**src/rtl/regfile_dump_pkg.sv**
```systemverilog
// regfile_dump_pkg: shared widths, FSM state encoding and beat layout for the register dump reader.
package regfile_dump_pkg;
    localparam int DATA_W = 32;
    localparam int ADDR_W = 5;
    typedef enum logic [1:0] {IDLE, READ, DRAIN, DONE} state_t;
    typedef struct packed {
        logic [ADDR_W-1:0] addr;
        logic [DATA_W-1:0] data;
    } beat_t;
endpackage

```
**src/rtl/regfile_dump_fifo.sv**
```systemverilog
// regfile_dump_fifo: synchronous FIFO with two ordered push ports and one pop port.
// Ports: clk, rst_n (async active-low); push0/d0 and push1/d1 write in that order in one cycle;
// pop removes head; head is the oldest entry; free is the number of unused slots; empty flags no entries.
module regfile_dump_fifo #(
    parameter int WIDTH = 37,
    parameter int DEPTH = 4
) (
    input  logic                     clk,
    input  logic                     rst_n,
    input  logic                     push0,
    input  logic [WIDTH-1:0]         d0,
    input  logic                     push1,
    input  logic [WIDTH-1:0]         d1,
    input  logic                     pop,
    output logic [WIDTH-1:0]         head,
    output logic [$clog2(DEPTH):0]   free,
    output logic                     empty
);
    localparam int AW = $clog2(DEPTH);
    localparam int CW = AW + 1;
    logic [WIDTH-1:0] mem [DEPTH];
    logic [AW-1:0] wp, rp;
    logic [CW-1:0] count;
    assign head  = mem[rp];
    assign empty = count == '0;
    assign free  = CW'(DEPTH) - count;
    always_ff @(posedge clk or negedge rst_n) begin
        if (!rst_n) begin
            for (int i = 0; i < DEPTH; i++) mem[i] <= '0;
            wp    <= '0;
            rp    <= '0;
            count <= '0;
        end else begin
            if (push0) mem[wp] <= d0;
            // push1 lands behind push0 when both fire in the same cycle
            if (push1) mem[wp + AW'(push0)] <= d1;
            wp    <= wp + AW'(push0) + AW'(push1);
            rp    <= rp + AW'(pop);
            count <= count + CW'(push0) + CW'(push1) - CW'(pop);
        end
    end
endmodule

```
**src/rtl/regfile_dump_reader.sv**
```systemverilog
// regfile_dump_reader: walks a register range through two async read ports and streams {addr,data} beats.
// Ports: clk, rst_n (async active-low); start/first_addr/last_addr request a dump; ra1/ra2 drive the
// register file read addresses and rd1/rd2 return data; out_valid/out_ready/out_addr/out_data carry beats;
// busy spans the dump, done pulses at its end, checksum sums the transferred data.
module regfile_dump_reader #(
    parameter int DATA_W     = regfile_dump_pkg::DATA_W,
    parameter int ADDR_W     = regfile_dump_pkg::ADDR_W,
    parameter int FIFO_DEPTH = 4
) (
    input  logic              clk,
    input  logic              rst_n,
    input  logic              start,
    input  logic [ADDR_W-1:0] first_addr,
    input  logic [ADDR_W-1:0] last_addr,
    output logic [ADDR_W-1:0] ra1,
    output logic [ADDR_W-1:0] ra2,
    input  logic [DATA_W-1:0] rd1,
    input  logic [DATA_W-1:0] rd2,
    output logic              out_valid,
    input  logic              out_ready,
    output logic [ADDR_W-1:0] out_addr,
    output logic [DATA_W-1:0] out_data,
    output logic              busy,
    output logic              done,
    output logic [DATA_W-1:0] checksum
);
    import regfile_dump_pkg::*;
    localparam int CW = $clog2(FIFO_DEPTH) + 1;
    state_t state;
    // one extra bit so a range ending at the top register never wraps back to zero
    logic [ADDR_W:0] ptr, last, nxt1, nxt2;
    logic [CW-1:0] free;
    logic empty, issue, push1, pop;
    assign nxt1      = ptr + (ADDR_W+1)'(1);
    assign nxt2      = ptr + (ADDR_W+1)'(2);
    assign issue     = state == READ && free >= CW'(2);
    assign push1     = issue && nxt1 <= last;
    assign pop       = out_valid && out_ready;
    assign out_valid = !empty;
    assign ra1       = state == READ ? ptr[ADDR_W-1:0] : '0;
    assign ra2       = state == READ ? nxt1[ADDR_W-1:0] : '0;
    regfile_dump_fifo #(.WIDTH(ADDR_W + DATA_W), .DEPTH(FIFO_DEPTH)) u_fifo (
        .clk   (clk),
        .rst_n (rst_n),
        .push0 (issue),
        .d0    ({ptr[ADDR_W-1:0], rd1}),
        .push1 (push1),
        .d1    ({nxt1[ADDR_W-1:0], rd2}),
        .pop   (pop),
        .head  ({out_addr, out_data}),
        .free  (free),
        .empty (empty)
    );
    always_ff @(posedge clk or negedge rst_n) begin
        if (!rst_n) begin
            state    <= IDLE;
            ptr      <= '0;
            last     <= '0;
            busy     <= 1'b0;
            done     <= 1'b0;
            checksum <= '0;
        end else begin
            done <= 1'b0;
            if (pop) checksum <= checksum + out_data;
            case (state)
                IDLE: if (start) begin
                    checksum <= '0;
                    busy     <= 1'b1;
                    ptr      <= {1'b0, first_addr};
                    last     <= {1'b0, last_addr};
                    state    <= first_addr > last_addr ? DONE : READ;
                end
                READ: if (issue) begin
                    ptr <= nxt2;
                    if (nxt2 > last) state <= DRAIN;
                end
                DRAIN: if (empty) state <= DONE;
                DONE: begin
                    done  <= 1'b1;
                    busy  <= 1'b0;
                    state <= IDLE;
                end
                default: state <= IDLE;
            endcase
        end
    end
endmodule
```
**config.mk**
```make
export PLATFORM = sky130hd
export DESIGN_NAME = regfile_dump_reader
export DESIGN_NICKNAME = d
export VERILOG_FILES = /design/src/rtl/regfile_dump_pkg.sv /design/src/rtl/regfile_dump_fifo.sv /design/src/rtl/regfile_dump_reader.sv
export SDC_FILE = /design/constraint.sdc
export NUM_CORES = 1
export LEC_CHECK = 0
export CAP_MARGIN = 0
export CORE_MARGIN = 4
export CORE_UTILIZATION = 48
export CTS_BUF_LIST = sky130_fd_sc_hd__clkbuf_4
export CTS_CLUSTER_DIAMETER = 120
export CTS_CLUSTER_SIZE = 16
export DETAILED_ROUTE_END_ITERATION = 12
export PLACE_DENSITY = 0.71
export SLEW_MARGIN = 20
export SYNTH_ARGS = -nofsm -noshare
export SYNTH_HDL_FRONTEND = slang
export SYNTH_SLANG_ARGS = --single-unit
```
**constraint.sdc**
```tcl
create_clock -name clk -period 5 [get_ports clk]
set_input_delay 1.25 -clock clk [delete_from_list [all_inputs] [get_ports clk]]
set_output_delay 1.25 -clock clk [all_outputs]
set_load 0.03 [all_outputs]
```
After elaboration in Yosys (flattened, before gate mapping)
Cells that the tools add are included.
W data, S select, Z words.
{ "classes": {"add_sub_neg": 10, "mul": 0, "n_div": 0, "magnitude_cmp": 9, "n_eq_ne": 7, "shift": 0, "muxes": 28, "bitwise_logic": 3, "n_reduce_logical": 14} }
{ "op_table": {"columns": ["cell", "count"], "rows": [
  ["$bwmux W148", 2],
  ["$mux W148", 2],
  ["$demux W37 S2", 2],
  ["$mux W37", 4],
  ["$mux W32", 3],
  ["$bmux W37 S2", 1],
  ["$add A32 B32 Y32", 1],
  ["$mux W6", 2],
  ["$pmux W6 S2", 1],
  ["$mux W2", 5],
  ["$mux W5", 2],
  ["$ge A3 B3 Y1 const B", 3],
  ["$not A2 Y3", 3],
  ["$pmux W2 S4", 1],
  ["$add A2 B1 Y2", 3],
  ["$add A3 B1 Y3", 2],
  ["$add A6 B1 Y6 const B", 1],
  ["$add A6 B2 Y6 const B", 1],
  ["$gt A6 B5 Y1", 1],
  ["$le A6 B5 Y1", 1],
  ["$lt A3 B1 Y1 const B", 2],
  ["$ne A2 B2 Y1 const B", 3],
  ["$gt A5 B5 Y1", 1],
  ["$logic_and A1 B1 Y1", 5],
  ["15 further kinds", 19]
]} }
{ "totals": {"ff_bits": 202, "latchBits": 0, "mem_bits_rw": 0, "mem_bits_ro": 0, "input_bits": 78, "output_inout_bits": 82, "elab_cells": 84, "memories": 0} }

Longest topological paths before layout
Gate-level depths: netlist (run 1).
{ "logic_depth": {"ltp_word": 11, "mapped_depth": 15, "mapped_depth_nobuf": 15} }

By module
A second synthesis (run 1) with hierarchy kept.
{ "hier_totals": {"hier_cells": 1420, "area_unflattened_um2": 12559.5} }
{ "by_module_without_submodules": {"columns": ["module", "instances", "cells_each", "area_each_um2", "seq_area_each_um2"], "rows": [
  ["regfile_dump_fifo", 1, 905, 8180.3, 3878.7],
  ["regfile_dump_reader", 1, 515, 4379.2, 1176.1]
]} }

Worst setup path after synthesis (run 1)
OpenSTA, ideal clock, no wires.
{ "synth_path": {"path_type": "reg-to-reg", "startpoint": "register u_fifo.rp[0]", "endpoint": "register checksum[29]", "setup_time_ns": 0.122, "t_arrival_ns": 3.792, "required_ns": 4.878, "setup_slack_ns": 1.086, "stages_incl_launch_ff": 13, "path_buffers": 3, "period_less_slack_ns": 3.914, "cell_sequence": "dfrtp_1 buf_2 buf_1 mux4_2 ha_1 clkbuf_1 a21oi_1 o21ai_1 o41a_1 a21o_1 a211o_1 a41o_1 a32o_1"} }
{ "synth_between": {"elab_chain_len": 8} }
{ "synth_rtl": {"columns": ["item", "line_no", "source"], "rows": [
  ["from (decl)", "regfile_dump_fifo.sv:22", "logic [AW-1:0] wp, rp;"],
  ["from (signal assigned)", "regfile_dump_fifo.sv:38", "rp <= rp + AW'(pop);"],
  ["$not A2 Y3 (implied by the code) *", "regfile_dump_fifo.sv:24", "assign head = mem[rp];"],
  ["$bmux W37 S2 *", "regfile_dump_fifo.sv:24", null],
  ["$mux W37 (implied by the code) * (2 in series)", "regfile_dump_fifo.sv:24", null],
  ["net out_data[22]", "regfile_dump_reader.sv:22", "output logic [DATA_W-1:0] out_data,"],
  ["$add A32 B32 Y32 *", "regfile_dump_reader.sv:64", "if (pop) checksum <= checksum + out_data;"],
  ["$mux W32 *", "regfile_dump_reader.sv:64", null],
  ["$mux W32", "regfile_dump_reader.sv:66", "IDLE: if (start) begin"],
  ["$mux W32 *", "regfile_dump_reader.sv:65", "case (state)"],
  ["to (signal assigned)", "regfile_dump_reader.sv:64", null],
  ["to (decl)", "regfile_dump_reader.sv:25", "output logic [DATA_W-1:0] checksum"]
]} }
The timed path passes the listed nets; every way through them passes the cells marked *. The select of a mux whose other input is x is not followed.
A chain may end at the register's enable or synchronous reset.

Final worst setup path (run 1)
{ "layout_path": {"startpoint": "register ptr[0]", "endpoint": "output ra2[4]"} }
{ "layout_between": {"elab_chain_len": 2} }
{ "layout_rtl": {"columns": ["item", "line_no", "source"], "rows": [
  ["from (decl)", "regfile_dump_reader.sv:31", "logic [ADDR_W:0] ptr, last, nxt1, nxt2;"],
  ["from (signal assigned)", "regfile_dump_reader.sv:69", "ptr <= {1'b0, first_addr};"],
  ["from (signal assigned)", "regfile_dump_reader.sv:74", "ptr <= nxt2;"],
  ["$add A6 B1 Y6", "regfile_dump_reader.sv:34", "assign nxt1 = ptr + (ADDR_W+1)'(1);"],
  ["$mux W5", "regfile_dump_reader.sv:41", "assign ra2 = state == READ ? nxt1[ADDR_W-1:0] : '0;"],
  ["to (decl)", "regfile_dump_reader.sv:16", "output logic [ADDR_W-1:0] ra2,"]
]} }
Every way passes these cells.

==> impl_metrics.toml, run 1 <==
[floorplanning]
core_mm2 = 0.0251
floorplan.initialDensity_pct = 48.7
std_cell_rows = 58
fp.dieW_um = 168
io_pins = 160
die_h_um = 168
die-area_mm2 = 0.0281

[synthesis]
syn_area_mm2 = 0.0122
yosysWarnings = 0
asyncSetResetFlopFracSynth_pct = 100
largest_family_of_logic_cells_by_synthesized_area = "multiplexers"
synth_top_cell_area_share_pct = 41.3
syn-mean-instance-area_um2 = 9.91
yosys.cell_count.top_type = "sky130_fd_sc_hd__nand2_1"
synth_xor_area_share_pct = 2.65
ys_seq_area_share_pct = 41.3
synthMuxAreaShare_pct = 18.8
post_synth_most_frequent_cells = "sky130_fd_sc_hd__nand2_1, sky130_fd_sc_hd__dfrtp_1, sky130_fd_sc_hd__o21ai_0"
synth.largest_area_cell = "sky130_fd_sc_hd__dfrtp_1"
ys_ff_latch = 202
synth.area.top_cells = "sky130_fd_sc_hd__dfrtp_1, sky130_fd_sc_hd__mux2i_1, sky130_fd_sc_hd__o21ai_0"
synth_ff_type = "sky130_fd_sc_hd__dfrtp_1"
mappedNetlistNets = 1374
netlist-cell-type-count = 64
syn_inst = 1234
synth_adder_area_share_pct = 6.53
synth_area_in_compound_gates_pct = 14.9
synth_edf_count = 0
area_share_of_and_or_nand_nor_cells_after_synthesis_pct = 11.9

[routing]
wire_per_inst_um = 19.4
detail_route.vias_per_cell = 5.80
drt-pass1-iter-count = 5
final_antenna_net_count = 0
dr_total_vias = 9838
postRouteWirelength_um = 32900
drc_errors = 0
drtIter0Drc = 864

[critical_path]
timing.reg2reg.worst_path_depth = 15
path_max_fanout = 14
critPathArrivalTime_ns = 3.35
rr_startpoint = "ptr[0]$_DFFE_PN0P_"
worst_ep_required_time_ns = 3.75
r2r_end = "u_fifo.count[2]$_DFF_PN0_"
setup_slack_on_the_worst_flop_to_flop_path_ns = 0.71
worst_setup_path_start_kind = "flip-flop"
timing.critical_path.to_type = "output pin"
timing.setup.critical_path_class = "flip-flop to output pin"

[global_routing]
pin_count_of_the_biggest_net_entering_global_routing = 86
globalRouteOverflowTotal = 0
grt_antenna_before_repair = 2
first_global_vias = 9869
grt_first_pass_wirelength_um = 53200
track_usage_pct = 23.0

[sta]
report.final.slew_viol_count = 0
unrepaired_setup_endpoints_after_global_routing = "no"
fin_setup_tns_ns = 0
setup_viol = 0
maxClockFrequency_ghz = 0.217
clock_skew_ns = 0.0362
worst_hold_slack_ns = 0.544
slew_worst_pin_ns = 1.00
slew_headroom_pct = 32.7
fin_crit_sh_pct = 92.0
final.min_clock_period_ns = 4.60
timing.final.hold_violations = 0

[clock_network]
total_number_of_h_tree_levels = 1
cts_buffer_depth = 3
cts_tree = "done"
cts-hold-fix-buffers = 0
cts-buffers-inserted = 16
postCtsResizedCells = 0
tritoncts_num_sinks = 202
cts_root_cell = "sky130_fd_sc_hd__clkbuf_4"
clkLatencyLatePin_ns = 0.63
clk_pin_slew_worst_paths_ns = 0.17
cts_setup_buffers = 0

[layout]
sequential_cell_area_mm2 = 0.00506
area_delta_synth_final_pct = 17.0
final_cell_count_no_fill = 1696
multiInputGateArea_mm2 = 0.00672
final_design_area_no_fill_mm2 = 0.0143
n_fill_cell = 2211
layout-drive-gt1-share_pct = 7.33
finish.net_count = 1502

[place]
hpwlAfterDp_um = 23200
finalWeightedCongestion = 0.924
dpl.cell_count = 1674
place_area_mm2 = 0.0141
place.port_buffers = 159

[status]
status = "finished, final reports clean"

[min_path]
hold_path_class = "flip-flop to flip-flop"
hp-start = "checksum[15]$_DFF_PN0_"
hold_depth = 2
min_delay_worst_endpoint = "checksum[15]$_DFF_PN0_"

[run]
max_cap_violations = 0
==> per-layer routing <==
layer  wire length [um]  global-route usage [%]
met2              15700                    37.7
met1              14600                    32.8
met5                  0                       0
met4                625                    5.61
met3               2030                    3.05
==> cell usage in the layout, fill, tap and decap left out, drive strengths merged, types with 3 or more instances in the layout <==
cell,count
a31oi,8
mux4,37
o21bai,5
nor4,3
o21a,10
buf,28
fa,3
nand2,219
nor3b,3
nor2,35
inv,30
mux2i,146
a21o,17
a211oi,8
xor2,17
dfrtp,202
nand4,7
nor2b,5
nand2b,6
a21oi,58
clkdlybuf4s50,158
nand3,14
a221oi,5
xnor2,20
nor3,8
clkbuf,20
and2,13
ha,59
o311a,3
o21ai,179
and3,4
==> logic make-up (layout without fill, tap and decap cells) <==
family          count (synthesis)  after routing
simple gates                  328            328
compound gates                315            315
flops                         202            202
mux                           183            183
buf+inv                       107            237
fa+ha+maj                      62             62
xor+xnor                       37             37
other cells                     0              2
==> sequential cells by signal, summed over array words and instances (netlist names) <==
| register | flops |
|---|---|
| u_fifo.rp | 2 |
| state | 2 |
| checksum | 32 |
| u_fifo.mem | 148 |
| ptr | 6 |
| u_fifo.wp | 2 |
| busy | 1 |
| done | 1 |
| last | 5 |
| u_fifo.count | 3 |
==> worst max path at each step <==
| stage | from | end | depth (start not counted) |
|---|---|---|---|
| 5_1_grt | ptr[0]$_DFFE_PN0P_ | ra2[4] | 6 |
| 3_3_place_gp | ptr[0]$_DFFE_PN0P_ | u_fifo.count[2]$_DFF_PN0_ | 15 |
| 2_1_floorplan | u_fifo.rp[0]$_DFF_PN0_ | checksum[29]$_DFF_PN0_ | 12 |
| 3_5_place_dp | ptr[0]$_DFFE_PN0P_ | u_fifo.count[2]$_DFF_PN0_ | 15 |
| 6_report | ptr[0]$_DFFE_PN0P_ | ra2[4] | 6 |
| 4_1_cts | ptr[0]$_DFFE_PN0P_ | ra2[4] | 6 |
==> final cells by class <==
class | instances | area share [%]
Tap cell | 330 | 2.89
Clock inverter | 1 | 0.0612
Multi-Input combinational cell | 925 | 47.0
Timing Repair Buffer | 187 | 12.9
Sequential cell | 202 | 35.4
Inverter | 30 | 0.787
Clock buffer | 19 | 0.997
Antenna cell | 2 | 0.0350
==> worst max-delay path, cell delays in order (launching register included) <==
cell and delay [ns]:
sky130_fd_sc_hd__dfrtp_1 0.67, sky130_fd_sc_hd__ha_1 0.36, sky130_fd_sc_hd__and2_1 0.27, sky130_fd_sc_hd__nand2_1 0.10, sky130_fd_sc_hd__xnor2_1 0.43, sky130_fd_sc_hd__and2_1 0.22
sky130_fd_sc_hd__clkdlybuf4s50_1 0.68
==> per-stage QoR <==
stage | setup WS, ns | util (%)
final | 0.401 | 57.0
after global routing | 0.147 | 57.0
after CTS | 0.345 | 56.9
after detailed placement | 0.766 | 56.3
after global placement | 0.955 | 56.3
after floorplan | 1.09 | -
Power of run 1 is not shown: default switching activity piles up to over one toggle a cycle in this logic, so the estimate is an artifact.
==> inputs of run 2 (changes only) <==
ABC_AREA = 1   (was not set)
PLACE_DENSITY = 0.69   (was 0.71)
==> run 2 against run 1 <==
Compared with the run above:
- setup slack gained 0.021 ns
- register-to-register slack improved by 0.06 ns
- largest cell class unchanged
- non-clock buffer count decreased by 3
- critical path depth fell by 1
- final cell count up 73%
- die area is 23% higher
- flip-flop and latch count unchanged
- global-route usage grew 4.2 points
==> impl_metrics.toml, run 2 <==
[status]
status = "finished, final reports clean"

[synthesis]
synth_ff_type = "sky130_fd_sc_hd__dfrtp_1"
ys_seq_area_share_pct = 33.2
synth_edf_count = 0
syn-mean-instance-area_um2 = 6.18
netlist-cell-type-count = 37
synth.area.top_cells = "sky130_fd_sc_hd__dfrtp_1, sky130_fd_sc_hd__nand2_1, sky130_fd_sc_hd__o21ai_0"
post_synth_most_frequent_cells = "sky130_fd_sc_hd__nand2_1, sky130_fd_sc_hd__inv_1, sky130_fd_sc_hd__o21ai_0"
yosysWarnings = 0
mappedNetlistNets = 2601
syn_inst = 2461
yosys.cell_count.top_type = "sky130_fd_sc_hd__nand2_1"
asyncSetResetFlopFracSynth_pct = 100
synth.largest_area_cell = "sky130_fd_sc_hd__dfrtp_1"
synth_top_cell_area_share_pct = 33.2
syn_area_mm2 = 0.0152
ys_ff_latch = 202

[clock_network]
tritoncts_num_sinks = 202
cts_root_cell = "sky130_fd_sc_hd__clkbuf_4"
cts-buffers-inserted = 16
cts_buffer_depth = 3
cts_setup_buffers = 0
total_number_of_h_tree_levels = 1
postCtsResizedCells = 0
clkLatencyLatePin_ns = 0.69
clk_pin_slew_worst_paths_ns = 0.19
cts_tree = "done"
cts-hold-fix-buffers = 0

[layout]
layout.cells.most_common = "sky130_fd_sc_hd__nand2_1"
finish.net_count = 2674
largest-register = "u_fifo.mem"
largest_register_ff_count = 148
multiInputGateArea_mm2 = 0.00843
area_delta_synth_final_pct = 11.7
layout_common_cells = "sky130_fd_sc_hd__nand2_1, sky130_fd_sc_hd__inv_1, sky130_fd_sc_hd__o21ai_0"
reg.largest.list = "u_fifo.mem (148), checksum (32), ptr (6)"
final_cell_count_no_fill = 2932
layout-drive-gt1-share_pct = 2.64
sequential_cell_area_mm2 = 0.00506
n_fill_cell = 3084

[routing]
drc_errors = 0
detail_route.vias_per_cell = 5.39
wire_per_inst_um = 16.3
dr_total_vias = 15800
final_antenna_net_count = 0
postRouteWirelength_um = 47900
drtIter0Drc = 1625
drt-pass1-iter-count = 5

[sta]
post-route-worst-setup-slack_ns = 0.422
clock_skew_ns = 0.0573
slew_worst_pin_ns = 0.881
worst_hold_slack_ns = 0.482
timing.final.hold_violations = 0
slew_headroom_pct = 41.3
unrepaired_setup_endpoints_after_global_routing = "no"
report.final.slew_viol_count = 0
maxClockFrequency_ghz = 0.218
fin_crit_sh_pct = 91.6
final.min_clock_period_ns = 4.58
setup_viol = 0
fin_setup_tns_ns = 0

[global_routing]
grt_antenna_before_repair = 1
globalRouteOverflowTotal = 0
grt_first_pass_wirelength_um = 76100
pin_count_of_the_biggest_net_entering_global_routing = 91
first_global_vias = 14600
track_usage_pct = 27.2

[place]
hpwlAfterDp_um = 31900
dp_worst_setup_slack_ns = 0.853
finalWeightedCongestion = 0.969
dpl.cell_count = 2912
place.port_buffers = 159

[critical_path]
worst_setup_path_start_kind = "flip-flop"
timing.setup.critical_path_class = "flip-flop to output pin"
worst_ep_required_time_ns = 3.75
critPathArrivalTime_ns = 3.33
path_max_fanout = 41
timing.critical_path.to_type = "output pin"

[floorplanning]
floorplan.initialDensity_pct = 49.2
fp.dieW_um = 186
die_h_um = 186
std_cell_rows = 64
io_pins = 160
core_mm2 = 0.0309
die-area_mm2 = 0.0346

[min_path]
hold_path_class = "flip-flop to flip-flop"

[run]
max_cap_violations = 0
-- run 2: metal layers --
metal	track usage, %	part of all wire [%]	vias up
li1	-	-	7854
met1	36.8	43	7211
met2	45.3	46	647
met3	2.68	7.0	101
met4	10.2	4.2	0
met5	0	0	-
-- run 2: path summary, 6_finish.rpt --
path | from | cells past startpoint | endpoint | slack (ns)
worst min-delay path | u_fifo.count[2]$_DFF_PN0_ | 1 | u_fifo.count[2]$_DFF_PN0_ | 0.48
worst max register to register | ptr[0]$_DFFE_PN0P_ | 13 | u_fifo.mem[41]$_DFF_PN0_ | 0.77
worst max-delay path | u_fifo.rp[0]$_DFF_PN0_ | 5 | out_data[3] | 0.42
min in group asynchronous | rst_n | 1 | u_fifo.mem[53]$_DFF_PN0_ | 0.65
worst min register to register | u_fifo.count[2]$_DFF_PN0_ | 1 | u_fifo.count[2]$_DFF_PN0_ | 0.48
max in group asynchronous | rst_n | 2 | u_fifo.mem[135]$_DFF_PN0_ | 3.23
-- run 2: cell type report --
cell class | instances | share of cell area [%]
Multi-Input combinational cell | 1852 | 49.7
Clock inverter | 1 | 0.0516
Tap cell | 396 | 2.92
Sequential cell | 202 | 29.8
Antenna cell | 1 | 0.0147
Inverter | 278 | 6.16
Clock buffer | 18 | 0.796
Timing Repair Buffer | 184 | 10.6
-- run 2: logic make-up after synthesis --
logic type,count (synthesis),synth area share [%]
xor gates and xnor gates,16,0.921
buffers and inverters,407,11.5
DFF,202,33.2
AOI/OAI and AO/OA,478,16.3
and+or+nand+nor,1296,32.8
adders and majority gates,62,5.25
-- run 2: critical path, cell delays in order, from the launching register on --
cell                              delay, ns
sky130_fd_sc_hd__dfrtp_2               0.59
sky130_fd_sc_hd__inv_2                 0.10
sky130_fd_sc_hd__buf_4                 0.42
sky130_fd_sc_hd__o21ai_0               0.15
sky130_fd_sc_hd__o22ai_1               0.56
sky130_fd_sc_hd__clkdlybuf4s50_1       0.80
-- run 2: stage by stage --
stage               util [%]  area (um^2)
floorplan                  -        15200
global placement        54.5        16800
detailed placement      54.5        16800
CTS                     54.9        17000
global route            55.0        17000
finish                  55.0        17000
Power of run 2 is left out for the same reason.
